$ cat config.mk
export PLATFORM = sky130hd
export DESIGN_NAME = nibble_serial_adder
export DESIGN_NICKNAME = d
export VERILOG_FILES = /design/src/rtl/nibble_serial_adder.sv
export SDC_FILE = /design/constraint.sdc
export NUM_CORES = 1
export LEC_CHECK = 0
export BUFFER_PORTS_ARGS = -buffer_cell sky130_fd_sc_hd__buf_4
export CAP_MARGIN = 30
export CORE_ASPECT_RATIO = 1.25
export CORE_MARGIN = 3
export CORE_UTILIZATION = 50
export DETAILED_ROUTE_END_ITERATION = 6
export PLACE_DENSITY = 0.77
export SLEW_MARGIN = 10
export SYNTH_ARGS = -nofsm -noshare
export SYNTH_HDL_FRONTEND = slang
export SYNTH_SLANG_ARGS = --single-unit
$ cat constraint.sdc
create_clock -name clk -period 3 [get_ports clk]
set_input_delay 0.3 -clock clk [delete_from_list [all_inputs] [get_ports clk]]
set_output_delay 0.3 -clock clk [all_outputs]
set_load 0.01 [all_outputs]
$ cat src/rtl/nibble_serial_adder.sv
// Serial adder: one carry-lookahead nibble per cycle, LSB first.
// Optional macro SIGNED_OVF_EN adds the registered signed-overflow output Ovf.
module nibble_serial_adder #(
    parameter int WIDTH = 16
) (
    input  logic             clk,
    input  logic             rst_n,
    input  logic [WIDTH-1:0] A,
    input  logic [WIDTH-1:0] B,
    input  logic             Cin,
    input  logic             in_valid,
    output logic             in_ready,
    output logic [WIDTH-1:0] Sum,
    output logic             Cout,
    output logic             out_valid,
    input  logic             out_ready
`ifdef SIGNED_OVF_EN
    ,
    output logic             Ovf
`endif
);

    localparam int NIB  = WIDTH / 4;
    localparam int IDXW = $clog2(NIB);
    localparam logic [IDXW-1:0] LAST = IDXW'(NIB - 1);

    if ((WIDTH % 4) != 0 || WIDTH < 8) begin : g_bad_width
        $error("WIDTH must be a multiple of 4 and at least 8");
    end

    typedef enum logic [1:0] {IDLE, BUSY, DONE} state_t;

    state_t state_q, state_d;

    logic [WIDTH-1:0] a_q, a_d;
    logic [WIDTH-1:0] b_q, b_d;
    logic [WIDTH-1:0] sum_q, sum_d;
    logic [IDXW-1:0]  idx_q, idx_d;
    logic             cy_q, cy_d;
    logic             cout_q, cout_d;
`ifdef SIGNED_OVF_EN
    logic             ovf_q, ovf_d;
`endif

    logic [3:0] an, bn, p, g, sn;
    logic       c1, c2, c3, c4;

    // Lookahead: every nibble carry is a flat function of G/P and cy_q.
    always_comb begin
        an = a_q[{idx_q, 2'b00} +: 4];
        bn = b_q[{idx_q, 2'b00} +: 4];
        p  = an ^ bn;
        g  = an & bn;
        c1 = g[0] | (p[0] & cy_q);
        c2 = g[1] | (p[1] & g[0]) | (p[1] & p[0] & cy_q);
        c3 = g[2] | (p[2] & g[1]) | (p[2] & p[1] & g[0])
           | (p[2] & p[1] & p[0] & cy_q);
        c4 = g[3] | (p[3] & g[2]) | (p[3] & p[2] & g[1])
           | (p[3] & p[2] & p[1] & g[0])
           | (p[3] & p[2] & p[1] & p[0] & cy_q);
        sn = p ^ {c3, c2, c1, cy_q};
    end

    always_ff @(posedge clk) begin
        if (!rst_n) begin
            state_q <= IDLE;
        end else begin
            state_q <= state_d;
        end
    end

    always_comb begin
        state_d = state_q;
        unique case (state_q)
            IDLE: if (in_valid) state_d = BUSY;
            BUSY: if (idx_q == LAST) state_d = DONE;
            DONE: if (out_ready) state_d = IDLE;
            default: state_d = IDLE;
        endcase
    end

    always_comb begin
        in_ready  = rst_n && (state_q == IDLE);
        out_valid = (state_q == DONE);
    end

    always_comb begin
        a_d    = a_q;
        b_d    = b_q;
        sum_d  = sum_q;
        idx_d  = idx_q;
        cy_d   = cy_q;
        cout_d = cout_q;
`ifdef SIGNED_OVF_EN
        ovf_d  = ovf_q;
`endif
        if (state_q == IDLE && in_valid) begin
            a_d   = A;
            b_d   = B;
            cy_d  = Cin;
            idx_d = '0;
        end else if (state_q == BUSY) begin
            sum_d[{idx_q, 2'b00} +: 4] = sn;
            cy_d  = c4;
            idx_d = idx_q + 1'b1;
            if (idx_q == LAST) begin
                cout_d = c4;
`ifdef SIGNED_OVF_EN
                ovf_d  = c3 ^ c4;
`endif
            end
        end
    end

    always_ff @(posedge clk) begin
        if (!rst_n) begin
            a_q    <= '0;
            b_q    <= '0;
            sum_q  <= '0;
            idx_q  <= '0;
            cy_q   <= 1'b0;
            cout_q <= 1'b0;
`ifdef SIGNED_OVF_EN
            ovf_q  <= 1'b0;
`endif
        end else begin
            a_q    <= a_d;
            b_q    <= b_d;
            sum_q  <= sum_d;
            idx_q  <= idx_d;
            cy_q   <= cy_d;
            cout_q <= cout_d;
`ifdef SIGNED_OVF_EN
            ovf_q  <= ovf_d;
`endif
        end
    end

    assign Sum  = sum_q;
    assign Cout = cout_q;
`ifdef SIGNED_OVF_EN
    assign Ovf  = ovf_q;
`endif

endmodule
==> impl_metrics.json <==
{
  "status": "finished, final reports clean",
  "mostFrequentLayoutCells": "74 x nand2_1, 58 x buf_4, 54 x dfxtp_1",
  "ctsHtreeMaxLevel": 2,
  "ys_ff_latch": 54,
  "gp_congestion": 0.819,
  "place_inst": 374,
  "setup_tns_ps": 0,
  "grt.overflow.total": 0,
  "min-delay-start": "B[15]",
  "fmax_mhz": 389,
  "post_cts_resized": 0,
  "ios": 56,
  "die_y_um": 83.7,
  "nFillCells": 412,
  "finalWorstSetupSlack_ps": 430,
  "synth_nets": 321,
  "cts_tree": "built",
  "cts.clk_slew.worst_paths_ps": 90,
  "worstSetupStartpointType": "flop",
  "initial_utilization": 0.533,
  "synthArstFlopShare": 0,
  "pre_cts_ws_ps": 429,
  "grt_usage": 0.202,
  "ys_types": 36,
  "worstSetupEndpointType": "flop",
  "drc": 0,
  "critPathLaunch": "idx_q[0]",
  "reg2reg_from": "idx_q[0]",
  "post_cts_buffers": 0,
  "via_count": 2049,
  "grt_pass1_wl_mm": 9.15,
  "ctsHoldBuffers": 0,
  "synth_cells": 272,
  "synth_fa_ha_area_frac": 0.0654,
  "vias_per_cell": 5.35,
  "grt_pass1_vias": 2023,
  "ys.flop_type": "dfxtp_1",
  "worstSetupPathType": "flop to flop",
  "layout-drive-gt1-share": 0.268,
  "synth_compound_area_frac": 0.152,
  "synth_top_family_by_area": "simple AND/OR/NAND/NOR gates",
  "layout_commonest_cell": "nand2_1",
  "nets": 373,
  "ir_worst_vdd_uv": 397,
  "power.total_mw": 1.46,
  "cts_buffer_depth": 2,
  "syn-cell-area_um2": 2410,
  "worst_pin_slew_ps": 512,
  "area_growth_pct": 24.0,
  "ys_seq_area_frac": 0.448,
  "clk_latency_ps": 310,
  "wl_mm": 5.29,
  "grt_max_degree": 44,
  "portBuffers": 55,
  "antenna_found_initial": 0,
  "synth_edf_count": 0,
  "ys_warn_count": 0,
  "clock_skew_ps": 6.09,
  "core_area_um2": 4530,
  "relSlewSlack": 0.658,
  "multi_input_area_um2": 1230,
  "synth_xor_area_frac": 0.00726,
  "crit_path_max_fanout": 7,
  "ant_nets": 0,
  "die_x_um": 68.1,
  "yosys.area_share.simple": 0.211,
  "clockRootBuffer": "clkbuf_8",
  "dieArea_um2": 5700,
  "crit_required_ps": 3180,
  "fin_cells": 383,
  "wl_per_cell_um": 13.8,
  "drt-initial-drc-count": 165,
  "cts_buffers": 5,
  "power_density_nw_per_um2": 487,
  "cp.arrival_ps": 2750,
  "hp-class": "input pin to flop",
  "finalCritPeriodShare": 0.857,
  "min_period_ps": 2570,
  "setup_viol": 0,
  "diodes": 0,
  "grt_setup_unrepaired": "no",
  "dpl.hpwl_mm": 3.95,
  "clock-sinks": 54,
  "hold_violations": 0,
  "leakage_nw": 1.22,
  "regArea_um2": 1080,
  "num_rows": 27,
  "drv_slew": 0,
  "synthMuxAreaShare": 0.0747,
  "dr.pass1.iters": 4,
  "syn_area_per_cell_um2": 8.87,
  "drv_cap": 0
}
-- layer usage --
layer	track usage	routed length [um]	vias to the layer above
li1	-	-	1035
met1	0.262	2320	955
met2	0.339	2640	53
met3	0.0391	271	6
met4	0.0488	59	0
met5	0	0	-
-- layout make-up --
type,count,share of cell area
Timing Repair Buffer,60,0.156
Sequential cell,54,0.362
Clock buffer,6,0.0243
Tap cell,58,0.0243
Clock inverter,2,0.0126
Inverter,8,0.0100
Multi-Input combinational cell,195,0.412
-- report_power, final --
part	internal [mW]	switching (mW)
clock network	0.249	0.228
registers	0.747	0.0230
logic	0.0992	0.110
total	1.10	0.360
-- critical path, cell delays in order, from the launching register on --
cell	delay [ps]
dfxtp_1	510
buf_4	240
mux4_2	560
ha_1	320
a21oi_1	160
o21ai_1	110
xnor2_1	400
o31ai_1	140
-- state kept, by name, indices dropped and copies added (netlist names) --
name	cells
state_q	2
cy_q	1
b_q	16
Sum	16
Cout	1
idx_q	2
a_q	16
-- cells by family (layout without fill, tap and decap cells) --
| family | count (synthesis) | in the layout |
|---|---|---|
| simple gates | 113 | 113 |
| compound gates | 60 | 60 |
| flops | 54 | 54 |
| buf+inv | 23 | 76 |
| fa+ha+maj | 12 | 12 |
| mux | 8 | 8 |
| xor+xnor | 2 | 2 |
-- final timing paths --
| kind | to | slack, ps | cells past startpoint |
|---|---|---|---|
| worst max-delay path | Sum[7] | 430 | 7 |
| worst min-delay path | b_q[15] | 230 | 3 |
| worst min register to register | a_q[0] | 460 | 2 |
| worst max register to register | Sum[7] | 430 | 7 |
-- Yosys cell counts, types with 2 or more instances --
cell | number | area (um2)
nand3_1 | 4 | 20.0
ha_1 | 11 | 138
buf_2 | 8 | 40.0
inv_2 | 3 | 11.3
inv_1 | 5 | 18.8
o31ai_2 | 2 | 25.0
a32oi_1 | 4 | 35.0
nor3_1 | 2 | 10.0
nor2_1 | 22 | 82.6
o31ai_1 | 2 | 15.0
nand2_1 | 74 | 278
dfxtp_1 | 54 | 1080
a22oi_1 | 9 | 67.6
a21oi_1 | 37 | 185
a211oi_1 | 2 | 15.0
mux4_2 | 8 | 180
clkbuf_1 | 6 | 22.5
-- metrics by stage --
step | area, um2 | utilization | hold WS (ps)
2_1_floorplan | 2410 | - | 433
3_3_place_gp | 2850 | 0.630 | 442
3_5_place_dp | 2870 | 0.633 | 448
4_1_cts | 2980 | 0.657 | 225
5_1_grt | 2990 | 0.661 | 227
6_report | 2990 | 0.661 | 228
Power figures use the tool's default switching activity.
